File: src/rtl/maverickone_wb_arbiter_pkg.sv
// ----------------------------------------------------------------------------
// maverickone_wb_arbiter_pkg
//   Shared constants and types for the writeback arbiter slice.
//   XLEN          : register data width
//   NUM_REGS      : number of architectural registers
//   REG_AW        : register address width
//   WB_NUM_SRC    : number of result sources (ALU, MUL/DIV, LSU, CSR)
//   WB_FIFO_DEPTH : entries per source FIFO
//   wb_req_t      : one completed result (destination register + data)
//   rr_next()     : round-robin successor of a source index
// ----------------------------------------------------------------------------
package maverickone_wb_arbiter_pkg;

  localparam int XLEN          = 64;
  localparam int NUM_REGS      = 64;
  localparam int REG_AW        = $clog2(NUM_REGS);
  localparam int WB_NUM_SRC    = 4;
  localparam int WB_FIFO_DEPTH = 2;

  typedef struct packed {
    logic [REG_AW-1:0] addr;
    logic [XLEN-1:0]   data;
  } wb_req_t;

  // Index after idx, wrapping at n.
  function automatic int rr_next(input int idx, input int n);
    return (idx + 1 >= n) ? 0 : idx + 1;
  endfunction

endpackage

File: src/rtl/maverickone_wb_arbiter_if.sv
// ----------------------------------------------------------------------------
// maverickone_wb_arbiter_if
//   Bundles the result-source handshake and the regfile write/unlock port.
//   Parameters: NS sources, AW register address bits, DW data bits.
//   Signals:
//     src_valid_i  [NS]        result valid per source
//     src_ready_o  [NS]        source FIFO can accept
//     src_addr_i   [NS][AW]    destination register per source
//     src_data_i   [NS][DW]    result data per source
//     wr_unlock_en_o           write/unlock strobe to the regfile
//     wr_unlock_addr_o [AW]    register to write and unlock
//     wr_unlock_data_o [DW]    write data
//     pending_o    [NS]        source FIFO non-empty
//   Modports: master = execution units / regfile side, slave = arbiter.
// ----------------------------------------------------------------------------
interface maverickone_wb_arbiter_if
  import maverickone_wb_arbiter_pkg::*;
#(
  parameter int NS = WB_NUM_SRC,
  parameter int AW = REG_AW,
  parameter int DW = XLEN
);

  logic [NS-1:0]         src_valid_i;
  logic [NS-1:0]         src_ready_o;
  logic [NS-1:0][AW-1:0] src_addr_i;
  logic [NS-1:0][DW-1:0] src_data_i;
  logic                  wr_unlock_en_o;
  logic [AW-1:0]         wr_unlock_addr_o;
  logic [DW-1:0]         wr_unlock_data_o;
  logic [NS-1:0]         pending_o;

  modport master (
    output src_valid_i, src_addr_i, src_data_i,
    input  src_ready_o, wr_unlock_en_o, wr_unlock_addr_o, wr_unlock_data_o,
           pending_o
  );

  modport slave (
    input  src_valid_i, src_addr_i, src_data_i,
    output src_ready_o, wr_unlock_en_o, wr_unlock_addr_o, wr_unlock_data_o,
           pending_o
  );

endinterface

File: src/rtl/maverickone_wb_arbiter_fifo.sv
// ----------------------------------------------------------------------------
// maverickone_wb_arbiter_fifo
//   Small per-source result FIFO. DEPTH must be a power of two >= 2 so the
//   pointers wrap naturally.
//   Ports:
//     clk_i    clock, rising edge
//     arst_i   asynchronous active-high reset (pointers and count only)
//     push_i   store din_i (caller guarantees not full)
//     pop_i    drop the head (caller guarantees not empty)
//     din_i    result to store
//     head_o   oldest stored result (valid when count_o != 0)
//     count_o  number of stored results, 0..DEPTH
// ----------------------------------------------------------------------------
module maverickone_wb_arbiter_fifo
  import maverickone_wb_arbiter_pkg::*;
#(
  parameter int DEPTH = WB_FIFO_DEPTH
) (
  input  logic                         clk_i,
  input  logic                         arst_i,
  input  logic                         push_i,
  input  logic                         pop_i,
  input  wb_req_t                      din_i,
  output wb_req_t                      head_o,
  output logic [$clog2(DEPTH+1)-1:0]   count_o
);

  localparam int PW = $clog2(DEPTH);
  localparam int CW = $clog2(DEPTH + 1);

  wb_req_t       mem [DEPTH];
  logic [PW-1:0] wr_ptr_q;
  logic [PW-1:0] rd_ptr_q;
  logic [CW-1:0] count_q;

  always_ff @(posedge clk_i or posedge arst_i) begin
    if (arst_i) begin
      wr_ptr_q <= '0;
      rd_ptr_q <= '0;
      count_q  <= '0;
    end else begin
      if (push_i) wr_ptr_q <= wr_ptr_q + PW'(1);
      if (pop_i)  rd_ptr_q <= rd_ptr_q + PW'(1);
      case ({push_i, pop_i})
        2'b10:   count_q <= count_q + CW'(1);
        2'b01:   count_q <= count_q - CW'(1);
        default: count_q <= count_q;
      endcase
    end
  end

  // Storage carries data only; emptiness is tracked by count_q, so it needs no reset.
  always_ff @(posedge clk_i) begin
    if (push_i) mem[wr_ptr_q] <= din_i;
  end

  assign head_o  = mem[rd_ptr_q];
  assign count_o = count_q;

endmodule

File: src/rtl/maverickone_wb_arbiter.sv
// ----------------------------------------------------------------------------
// maverickone_wb_arbiter
//   Writeback-side initiator of the regfile unlock/write port. Each result
//   source feeds its own FIFO; one FIFO head per cycle is chosen round-robin
//   and driven onto wr_unlock_*, which writes rd and clears its lock.
//   Results addressed to x0 are accepted and dropped.
//   Ports:
//     clk_i   clock, rising edge
//     arst_i  asynchronous active-high reset; discards all buffered results
//     bus     maverickone_wb_arbiter_if.slave (source handshake, regfile port,
//             pending status)
//   Optional feature (macro MAVERICKONE_WB_BYPASS_EN): a source with an empty
//   FIFO presenting a valid non-x0 result competes in the same cycle with its
//   input as head; if granted the result goes straight to the regfile.
// ----------------------------------------------------------------------------
module maverickone_wb_arbiter
  import maverickone_wb_arbiter_pkg::*;
#(
  parameter int NS    = WB_NUM_SRC,
  parameter int DEPTH = WB_FIFO_DEPTH
) (
  input  logic                       clk_i,
  input  logic                       arst_i,
  maverickone_wb_arbiter_if.slave    bus
);

  localparam int NR = NUM_REGS;
  localparam int DW = XLEN;
  localparam int AW = $clog2(NR);
  localparam int CW = $clog2(DEPTH + 1);
  localparam int RW = (NS > 1) ? $clog2(NS) : 1;

  wb_req_t       head   [NS];
  wb_req_t       cand   [NS];
  logic [CW-1:0] count  [NS];
  logic [NS-1:0] nonempty;
  logic [NS-1:0] ready;
  logic [NS-1:0] byp;
  logic [NS-1:0] req;
  logic [NS-1:0] push;
  logic [NS-1:0] pop;
  logic [NS-1:0] gnt_oh;
  logic [RW-1:0] gnt_idx;
  logic          gnt_vld;
  logic [RW-1:0] rr_ptr_q;
  logic [AW-1:0] out_addr;
  logic [DW-1:0] out_data;

  // Per-source status and arbitration candidates. Ready looks only at the
  // registered count, so a full FIFO popping this cycle still refuses.
  always_comb begin
    nonempty = '0;
    ready    = '0;
    byp      = '0;
    for (int s = 0; s < NS; s++) begin
      nonempty[s] = (count[s] != '0);
      ready[s]    = !arst_i && (count[s] != CW'(DEPTH));
`ifdef MAVERICKONE_WB_BYPASS_EN
      byp[s]      = !arst_i && !nonempty[s] && bus.src_valid_i[s] &&
                    (bus.src_addr_i[s] != '0);
`else
      byp[s]      = 1'b0;
`endif
      cand[s].addr = bus.src_addr_i[s];
      cand[s].data = bus.src_data_i[s];
      if (nonempty[s]) cand[s] = head[s];
    end
    req = nonempty | byp;
  end

  // Round-robin search starting at rr_ptr_q.
  always_comb begin
    int idx;
    idx     = 0;
    gnt_vld = 1'b0;
    gnt_oh  = '0;
    gnt_idx = '0;
    for (int k = 0; k < NS; k++) begin
      idx = int'(rr_ptr_q) + k;
      if (idx >= NS) idx = idx - NS;
      if (!gnt_vld && req[idx]) begin
        gnt_vld     = 1'b1;
        gnt_oh[idx] = 1'b1;
        gnt_idx     = RW'(idx);
      end
    end
  end

  // FIFO control: a granted bypass candidate is written straight through and
  // never stored; x0 results are accepted but dropped.
  always_comb begin
    push = '0;
    pop  = '0;
    for (int s = 0; s < NS; s++) begin
      pop[s]  = gnt_oh[s] && nonempty[s];
      push[s] = bus.src_valid_i[s] && ready[s] && (bus.src_addr_i[s] != '0) &&
                !(byp[s] && gnt_oh[s]);
    end
  end

  always_comb begin
    out_addr = '0;
    out_data = '0;
    if (gnt_vld) begin
      out_addr = cand[gnt_idx].addr;
      out_data = cand[gnt_idx].data;
    end
  end

  always_ff @(posedge clk_i or posedge arst_i) begin
    if (arst_i) begin
      rr_ptr_q <= '0;
    end else if (gnt_vld) begin
      rr_ptr_q <= RW'(rr_next(int'(gnt_idx), NS));
    end
  end

  for (genvar s = 0; s < NS; s++) begin : g_src
    wb_req_t din;
    assign din.addr = bus.src_addr_i[s];
    assign din.data = bus.src_data_i[s];

    maverickone_wb_arbiter_fifo #(
      .DEPTH (DEPTH)
    ) u_fifo (
      .clk_i   (clk_i),
      .arst_i  (arst_i),
      .push_i  (push[s]),
      .pop_i   (pop[s]),
      .din_i   (din),
      .head_o  (head[s]),
      .count_o (count[s])
    );
  end

  assign bus.src_ready_o      = ready;
  assign bus.pending_o        = nonempty;
  assign bus.wr_unlock_en_o   = gnt_vld;
  assign bus.wr_unlock_addr_o = out_addr;
  assign bus.wr_unlock_data_o = out_data;

endmodule

File: src/flat_wrapper.sv
// flat-port wrapper written by rule: the top's interface ports become plain ports
module maverickone_wb_arbiter_flat import maverickone_wb_arbiter_pkg::*;
#(
  parameter int NS    = WB_NUM_SRC,
  parameter int DEPTH = WB_FIFO_DEPTH
)
  (clk_i, arst_i, bus_src_valid_i, bus_src_addr_i, bus_src_data_i, bus_src_ready_o, bus_wr_unlock_en_o, bus_wr_unlock_addr_o, bus_wr_unlock_data_o, bus_pending_o);
  maverickone_wb_arbiter_if #(.NS(NS), .AW((6)), .DW((64))) bus_i ();
  input  logic clk_i;
  input  logic arst_i;
  input wire logic [$bits(bus_i.src_valid_i)-1:0] bus_src_valid_i;
  input wire logic [$bits(bus_i.src_addr_i)-1:0] bus_src_addr_i;
  input wire logic [$bits(bus_i.src_data_i)-1:0] bus_src_data_i;
  output wire logic [$bits(bus_i.src_ready_o)-1:0] bus_src_ready_o;
  output wire logic [$bits(bus_i.wr_unlock_en_o)-1:0] bus_wr_unlock_en_o;
  output wire logic [$bits(bus_i.wr_unlock_addr_o)-1:0] bus_wr_unlock_addr_o;
  output wire logic [$bits(bus_i.wr_unlock_data_o)-1:0] bus_wr_unlock_data_o;
  output wire logic [$bits(bus_i.pending_o)-1:0] bus_pending_o;
  assign bus_i.src_valid_i = bus_src_valid_i;
  assign bus_i.src_addr_i = bus_src_addr_i;
  assign bus_i.src_data_i = bus_src_data_i;
  assign bus_src_ready_o = bus_i.src_ready_o;
  assign bus_wr_unlock_en_o = bus_i.wr_unlock_en_o;
  assign bus_wr_unlock_addr_o = bus_i.wr_unlock_addr_o;
  assign bus_wr_unlock_data_o = bus_i.wr_unlock_data_o;
  assign bus_pending_o = bus_i.pending_o;
  maverickone_wb_arbiter #(.NS(NS), .DEPTH(DEPTH)) u_core (.clk_i(clk_i), .arst_i(arst_i), .bus(bus_i));
endmodule
File: config.mk
export PLATFORM = sky130hd
export DESIGN_NAME = maverickone_wb_arbiter_flat
export DESIGN_NICKNAME = d
export VERILOG_FILES = /design/src/rtl/maverickone_wb_arbiter_pkg.sv /design/src/rtl/maverickone_wb_arbiter_if.sv /design/src/rtl/maverickone_wb_arbiter_fifo.sv /design/src/rtl/maverickone_wb_arbiter.sv /design/src/flat_wrapper.sv
export SDC_FILE = /design/constraint.sdc
export NUM_CORES = 1
export LEC_CHECK = 0
export ABC_AREA = 1
export BUFFER_PORTS_ARGS = -buffer_cell sky130_fd_sc_hd__buf_2
export CORE_MARGIN = 3
export CORE_UTILIZATION = 55
export CTS_BUF_LIST = sky130_fd_sc_hd__clkbuf_4
export CTS_CLUSTER_DIAMETER = 50
export CTS_CLUSTER_SIZE = 20
export DETAILED_ROUTE_END_ITERATION = 10
export PLACE_DENSITY_LB_ADDON = 0.25
export SETUP_SLACK_MARGIN = 0.2
export SYNTH_ARGS = -nofsm -noshare
export SYNTH_HDL_FRONTEND = slang
export SYNTH_SLANG_ARGS = --single-unit
export TNS_END_PERCENT = 1
File: constraint.sdc
create_clock -name clk_i -period 12.4 [get_ports clk_i]
set_clock_uncertainty 0.15 [all_clocks]
set_input_delay 0.62 -clock clk_i [delete_from_list [all_inputs] [get_ports clk_i]]
set_output_delay 0.62 -clock clk_i [all_outputs]
set_load 0.05 [all_outputs]
# After elaboration in Yosys (flattened, before gate mapping)
# Memory sizes are Yosys's and may differ from the RTL's.
# Cells that the tools add are included.
# word_totals
ff_bits,18
ramBits,560
inputBits,286
output_inout_bits,79
n_memories,4
# op_classes
n_addsub,24
n_lt_le_gt_ge,14
n_eq_ne,12
n_mux,58
bitwise_logic,4
reduce_logical,39
# mem_list
name,depth,word_bits,rd,rd_clocked_by_memory_dff,write_ports,line,rtl
u_core.g_src[0].u_fifo.mem,2,70,1,0,1,maverickone_wb_arbiter_fifo.sv:31,wb_req_t mem [DEPTH];
u_core.g_src[1].u_fifo.mem,2,70,1,0,1,maverickone_wb_arbiter_fifo.sv:31,
u_core.g_src[2].u_fifo.mem,2,70,1,0,1,maverickone_wb_arbiter_fifo.sv:31,
u_core.g_src[3].u_fifo.mem,2,70,1,0,1,maverickone_wb_arbiter_fifo.sv:31,
# op_table
operator,count
70-bit two-way mux,6
70-bit binary-select mux with 2-bit select,1
32-bit by 1-bit >= comparator with 1-bit output (second input constant),4
32-bit by 4-bit less-than comparator with 1-bit output (second input constant),4
32-bit two-way mux,4
32-bit by 4-bit >= comparator with 1-bit output (second input constant),3
32-bit by 4-bit subtractor with 32-bit output (second input constant),3
64-bit two-way mux,1
1-bit two-way mux,24
6-bit nonzero test,4
1-bit logical AND,23
4-bit two-way mux,4
2-bit case mux with 2 select lines,4
2-bit nonzero test,8
4-bit OR,3
2-bit two-way mux,5
1-bit adder (second input constant),8
2-bit by 1-bit adder with 2-bit output (second input constant),4
1-bit binary-select mux with 2-bit select,4
1-bit demux with 2-bit select,4
2-bit by 1-bit == test with 1-bit output (second input constant),4
2-bit == test (second input constant),4
2-bit != test (second input constant),4
2-bit by 1-bit subtractor with 2-bit output (second input constant),4
other kinds (8),14

# Longest topological paths before layout
# Gate-level depths: netlist (run 1).
# depth
depth_word,20
mapped_depth,17
mapped_depth_nobuf,16

# By module
# Synthesis (run 1) repeated with hierarchy kept, for this count alone.
# hier_totals
cells_unflattened,3235
hier_area_um2,28935.3
# by_module_without_submodules
module,n_inst,cells_per_inst,area_per_inst_um2
maverickone_wb_arbiter_fifo,4,388,5420.2
maverickone_wb_arbiter,1,1683,7254.5

# Worst setup path before layout (run 1)
# OpenSTA, ideal clock, no wires.
# synth_timing
path_type,in2reg
startpoint,input port arst_i
endpoint,memory u_core.g_src[2].u_fifo.mem[0][0] (netlist name) (enable)
t_arrival_ns,4.984
setup_slack_ns,6.768
path_stages,3
path_buffers,0
path_cell_list,a21oi_1 o311ai_0 nor2_1
# synth_between
elab_chain_len,6
# synth_rtl
item,line,rtl
from (decl),flat_wrapper.sv:10,input logic arst_i;
1-bit logical NOT,maverickone_wb_arbiter.sv:57,ready[s] = !arst_i && (count[s] != CW'(DEPTH));
1-bit logical AND,maverickone_wb_arbiter.sv:57,
1-bit logical AND (2 in series),maverickone_wb_arbiter.sv:96,push[s] = bus.src_valid_i[s] && ready[s] && (bus.src_addr_i[s] != '0) &&
1-bit two-way mux,maverickone_wb_arbiter_fifo.sv:54,if (push_i) mem[wr_ptr_q] <= din_i;
1-bit two-way mux (not written as such),maverickone_wb_arbiter_fifo.sv:54,
to (decl),maverickone_wb_arbiter_fifo.sv:31,
# Every way passes these cells.

# Worst setup path after layout (run 1)
# layout_timing
startpoint,register u_core.rr_ptr_q[0]
endpoint,output port bus_wr_unlock_data_o[14]
# layout_between
elab_chain_len,20
# layout_rtl
item,line,rtl
from (decl),maverickone_wb_arbiter.sv:45,logic [RW-1:0] rr_ptr_q;
from (signal assigned),maverickone_wb_arbiter.sv:114,"rr_ptr_q <= RW'(rr_next(int'(gnt_idx), NS));"
"parallel branches: the longest is 19 deep, another holds 32-bit by 4-bit subtractor with 32-bit output",-,
64-bit two-way mux (*),maverickone_wb_arbiter.sv:104,if (gnt_vld) begin
to (decl),flat_wrapper.sv:17,output wire logic [$bits(bus_i.wr_unlock_data_o)-1:0] bus_wr_unlock_data_o;
# Every way passes the cells marked *. The select of a mux whose other input is x is not followed.

==> impl_metrics.yaml, run 1 <==
setup_path:
  r2r_cells: 12
  slowest_stage: "nand2_1"
  cp.required_ns: 11.63
  rrSetupSlack_ns: 7.74
  crit_arrival_ns: 5.88
  cp-end-kind: "primary output"
  rr_startpoint: "u_core.rr_ptr_q[0]"
  crit_family: "simple AND/OR/NAND/NOR gates"
  cp-endpoint: "bus_wr_unlock_data_o[14]"
  start_kind: "flip-flop"
  cp_max_fo: 71
  critPathKind: "reg2out"
  cp.depth: 14
  cp_slowest_stage_delay_ns: 0.91
  reg2reg_to: "u_core.rr_ptr_q[1]"
  worstPathCellList: "inv_4, ha_1, inv_1, nand3_1, nand2_2, nor2_4, nand3_4, nand3_2, buf_4, nand2_1, nor2_1, nor2_1, nor2_1, buf_2"
  crit_buf_inv: 4
  startpoint: "u_core.rr_ptr_q[0]"
  cp_common_cell: "nor2_1"
yosys:
  synth_xor_area_share_pct: 0.525
  synth_compound_area_share_pct: 6.67
  ys_ff_latch: 578
  syn_avg_cell_area_um2: 9.88
  ys_warn_count: 0
  syn_nets: 3002
  synthTopCellsByArea: "edfxtp_1 (63%), nand2_1 (12%), nor2_1 (6.2%), a31oi_1 (4.9%), nand3_1 (4.3%)"
  synthAdderAreaFrac_pct: 0.562
  synth_top_family_by_area: "simple AND/OR/NAND/NOR gates"
  synthMuxAreaShare_pct: 0
  yosysTopAreaCell: "edfxtp_1"
  yosysSeqAreaShare_pct: 64.6
  synthDistinctLibCells: 32
  yosys.area.top_type_share_pct: 63.0
  synth-simple-area-share_pct: 24.1
  syn_area_um2: 26700
  synthesis.instances: 2704
detailed_routing:
  drc_errors: 0
  drtIter0Drc: 3105
  postRouteAntennaNets: 0
  vias: 23000
  wl_um: 82900
  via_per_inst: 5.89
  first_pass_iters: 6
  wire_per_inst_um: 21.2
cells_and_area:
  layout_commonest_cell: "nand2_1"
  final_core_util_pct: 68.2
  layout-drive-gt1-share_pct: 16.2
  most-common-layout-cells: "nand2_1 (819), edfxtp_1 (560), nor2_1 (433)"
  final_net_count: 3539
  syn_to_final_growth_pct: 22.1
placed_design:
  place_hpwl_um: 50500
  gp_congestion: 0.939
  portBuffers: 364
timing:
  hold_viol: 0
  max_slew_margin_pct: 25.3
  worstMarginPinSlew_ns: 1.12
  drv_slew: 0
  grt_setup_unrepaired: "no"
  setup_violations: 0
  fin_crit_ns: 6.65
  fmax_mhz: 150
  period_share_pct: 53.6
  fin_setup_tns_ns: 0
global_route:
  grt_max_degree: 102
  grt_pass1_wl_um: 125000
  grtUsageTotal_pct: 31.6
  grt_pass1_vias: 21700
  grt-ovfl-total: 0
  antenna_found_initial: 11
cts:
  cts-root-buf: "clkbuf_4"
  clock_latency_ns: 0.94
  numClockSinks: 578
  clockBufferDepth: 3
  clk_pin_slew_ns: 0.18
  cts_resized: 0
  cts_tree: "done"
  cts_buffers: 54
  postCtsHoldBufs: 281
  cts_setup_buffers: 0
  htree_num_levels: 2
floorplan:
  die_h_um: 226
  dieArea_um2: 51200
  pin_count: 365
  start_util_pct: 55.8
  placementRows: 80
  coreArea_um2: 47800
  die_x_um: 226
status:
  outcome: "finished, final reports clean"
min_path:
  hold_path_class: "in2reg"
flow_run:
  maxCapViolCount: 0
## sequential cells by signal, summed over array words and instances, names as in the netlist
| signal | flops |
|---|---|
| u_core.g_src.u_fifo.wr_ptr_q | 4 |
| u_core.rr_ptr_q | 2 |
| u_core.g_src.u_fifo.mem | 560 |
| u_core.g_src.u_fifo.count_o | 8 |
| u_core.g_src.u_fifo.rd_ptr_q | 4 |
## synth_stat cells (all sizes together)
master,number
o21ai,75
a21boi,1
xor2,10
buf,48
xnor2,6
nand3b,1
nand2,826
a21oi,13
nor2,445
dfrtp,18
nand3,229
nor4,3
o311ai,1
inv,30
clkbuf,145
a31oi,210
and3,1
ha,12
edfxtp,560
nand4,70
## cell families (layout without fill, tap and decap cells)
kind of cell               after synthesis  after routing
other                                    0             14
adders and majority gates               12             12
xor gates and xnor gates                16             16
DFF                                    578            578
buffers and inverters                  223            804
AOI/OAI and AO/OA                      300            300
and+or+nand+nor                       1575           1575
## per-stage QoR
step                      hold WS, ns  cell area, um^2  instances  setup slack (ns)
final                          0.0637            32600       3914              5.75
after global routing           0.0596            32600       3908              5.41
after CTS                      0.0153            32600       3900              5.84
after detailed placement        0.369            28800       3519              6.88
after global placement          0.353            28800       3519              6.94
after floorplan                 0.337            26700       2704              6.77
## worst min path at each step
stage / endpoint / from / cells after the start
6_report: u_core.g_src[1].u_fifo.wr_ptr_q / bus_src_valid_i[1] / 3
5_1_grt: u_core.g_src[1].u_fifo.wr_ptr_q / bus_src_valid_i[1] / 3
2_1_floorplan: u_core.g_src[1].u_fifo.count_o[1] / u_core.g_src[1].u_fifo.count_o[1] / 1
4_1_cts: u_core.g_src[1].u_fifo.wr_ptr_q / bus_src_valid_i[1] / 3
3_5_place_dp: u_core.g_src[1].u_fifo.count_o[1] / u_core.g_src[1].u_fifo.count_o[1] / 1
3_3_place_gp: u_core.g_src[2].u_fifo.count_o[1] / u_core.g_src[2].u_fifo.count_o[1] / 1
## tightest hold or removal path, cell delays in order
cell,delay [ns]
buf_2,0.09
nand3_1,0.31
xor2_1,0.11
## layer usage
metal,vias to the layer above,part of all wire [%],GRT usage [%]
met5,-,0.041,0
met4,6,3.0,8.70
met3,198,10,7.57
met2,1316,45,48.3
met1,11000,41,45.9
li1,10500,-,-
## cell type report
class                           instances  area (um^2)
Inverter                               30          125
Antenna cell                           14         35.0
Clock inverter                         44          553
Sequential cell                       578        17300
Clock buffer                           56          420
Tap cell                              615          769
Multi-Input combinational cell       1903         8590
Timing Repair Buffer                  674         4850
Fill cell                            3666        15200
Power of run 1 is not shown: default switching activity piles up to over one toggle a cycle in this logic, so the estimate is an artifact.
==> inputs of run 2 (changes only) <==
Settings changed: ABC_AREA 1 to 0.
Clock period 12.4 ns to 6.4 ns, I/O delays scaled along.
==> impl_metrics.yaml, run 2 <==
cells_and_area:
  final_net_count: 3148
  finalNonFillerCells: 3522
  layout-drive-gt1-share_pct: 18.3
  layout_commonest_cell: "edfxtp_1"
  final_core_util_pct: 72.7
  largest_reg_flops: 560
  top_register: "u_core.g_src.u_fifo.mem"
  final_area_um2: 34800
  most-common-layout-cells: "edfxtp_1 (560), dlygate4sd3_1 (488), buf_2 (364)"
  syn_to_final_growth_pct: 30.3
cts:
  clockBufferDepth: 3
  cts_buffers: 51
  numClockSinks: 578
  clk_pin_slew_ns: 0.16
  cts-root-buf: "clkbuf_4"
  cts_setup_buffers: 0
  clock_latency_ns: 0.83
  htree_num_levels: 2
  cts_tree: "done"
timing:
  fin_crit_ns: 6.11
  setup_violations: 0
  drv_slew: 0
  period_share_pct: 95.5
  worstMarginPinSlew_ns: 1.13
  hold_viol: 0
  max_slew_margin_pct: 24.7
  fmax_mhz: 164
  grt_setup_unrepaired: "yes"
  fin_setup_tns_ns: 0
detailed_routing:
  drtIter0Drc: 2417
  wire_per_inst_um: 24.1
  vias: 21800
  postRouteAntennaNets: 0
  wl_um: 84800
  drc_errors: 0
  via_per_inst: 6.18
  first_pass_iters: 8
placed_design:
  gp_congestion: 0.864
  portBuffers: 364
  place_hpwl_um: 46300
  placed_cell_area_um2: 29000
  place_inst: 2924
yosys:
  ys_warn_count: 0
  yosys.area.top_type_share_pct: 63.0
  async_reset_ff_share_pct: 3.11
  yosysTopAreaCell: "edfxtp_1"
  syn_area_um2: 26700
  yosysSeqAreaShare_pct: 64.7
  syn_avg_cell_area_um2: 12.8
  synthesis.instances: 2083
  ys_ff_latch: 578
  synth_edf_count: 560
  synthDistinctLibCells: 47
  synthFlopType: "edfxtp_1"
  syn_nets: 2381
  synthTopCellsByArea: "edfxtp_1 (63%), mux2i_1 (11%), a21oi_1 (6.7%), nor2_1 (3.2%), a211oi_1 (2.0%)"
  yosysMostFrequentCell: "edfxtp_1"
  netlist_top_cells_count: "edfxtp_1 (560), a21oi_1 (356), mux2i_1 (282)"
setup_path:
  slowest_stage: "dfrtp_1"
  cp.required_ns: 5.93
  cp_max_fo: 62
  worstPathCellList: "inv_1, ha_1, or3b_1, a221oi_1, or3_4, and2_4, buf_12, a21oi_1, a2bb2oi_1, buf_2"
  start_kind: "flip-flop"
  critPathKind: "reg2out"
  rr_startpoint: "u_core.rr_ptr_q[0]"
  rrSetupSlack_ns: 2.22
  crit_family: "simple AND/OR/NAND/NOR gates"
  r2r_cells: 10
  crit_arrival_ns: 5.64
  cp-end-kind: "primary output"
  reg2reg_to: "u_core.g_src[3].u_fifo.count_o[1]"
  cp_slowest_stage_delay_ns: 0.77
  crit_buf_inv: 3
flow_run:
  maxCapViolCount: 0
floorplan:
  start_util_pct: 55.8
  coreArea_um2: 47800
  pin_count: 365
  die_h_um: 226
  dieArea_um2: 51200
  placementRows: 80
  die_x_um: 226
min_path:
  hold_path_class: "in2async"
global_route:
  antenna_found_initial: 16
  grtUsageTotal_pct: 32.5
  grt-ovfl-total: 0
  grt_pass1_wl_um: 128000
  grt_pass1_vias: 22800
  grt_max_degree: 115
status:
  outcome: "finished, final reports clean"
==> run 2: changes by cell type after synthesis, sizes merged, moves of 14 or more <==
| cell | delta |
|---|---|
| a211oi | +70 |
| a21oi | +343 |
| nand3 | -226 |
| nand4 | -69 |
| nand2 | -749 |
| a2bb2oi | +69 |
| inv | -14 |
| mux2i | +282 |
| o31ai | +69 |
| a31oi | -210 |
| clkbuf | -18 |
| nor2 | -211 |
==> run 2: through the flow <==
stage	setup slack (ns)	hold slack (ns)
CTS	0.300	0.0000567
finish	0.286	0.0636
floorplan	0.819	0.109
global placement	1.53	0.361
detailed placement	1.28	0.376
global route	0.0128	0.0220
==> run 2: final cells by class <==
class                           instances  area (um^2)
Sequential cell                       578        17300
Fill cell                            3086        13100
Multi-Input combinational cell       1319         8790
Timing Repair Buffer                  884         6970
Tap cell                              615          769
Clock inverter                         40          452
Clock buffer                           55          413
Inverter                               16         60.1
Antenna cell                           15         37.5
==> run 2: worst max path at each step <==
stage                                                   to                              start  cells past startpoint  slack (ns)
after floorplan           u_core.g_src[3].u_fifo.mem[0][0]  u_core.g_src[3].u_fifo.count_o[0]                      5        0.82
after global placement            bus_wr_unlock_data_o[63]                 u_core.rr_ptr_q[0]                      9        1.53
after detailed placement          bus_wr_unlock_data_o[16]                 u_core.rr_ptr_q[0]                     10        1.28
after CTS                         bus_wr_unlock_data_o[63]                 u_core.rr_ptr_q[0]                      9        0.30
after global routing              bus_wr_unlock_data_o[41]                 u_core.rr_ptr_q[0]                     10        0.01
final                             bus_wr_unlock_data_o[23]                 u_core.rr_ptr_q[0]                     10        0.29
==> run 2: cell families after synthesis <==
logic type,synth area share [%]
compound gates,15.2
flops,64.7
simple gates,5.22
mux,10.9
buf+inv,2.82
xor+xnor,0.656
fa+ha+maj,0.563
==> run 2: layer usage <==
layer / share of wire [%] / routed length, um / up-vias / global-route usage [%]
met5: 0.073 / 62 / - / 0
met4: 3.9 / 3320 / 10 / 14.7
met3: 9.1 / 7700 / 292 / 6.67
met2: 50 / 42100 / 1392 / 55.1
met1: 37 / 31600 / 10500 / 40.4
li1: - / - / 9538 / -
==> run 2: worst min-delay path: cells and delay by family <==
family                 cells  cell delay (ns)
buffers and inverters      3             1.26
==> run 2: timing repair <==
action | 4_1_cts | 5_1_grt
resized for setup | 0 | 1
endpoints found under the hold margin | 625 | 0
hold buffers | 488 | 0
endpoints found under the setup margin | 0 | 68
Power of run 2 is left out for the same reason.
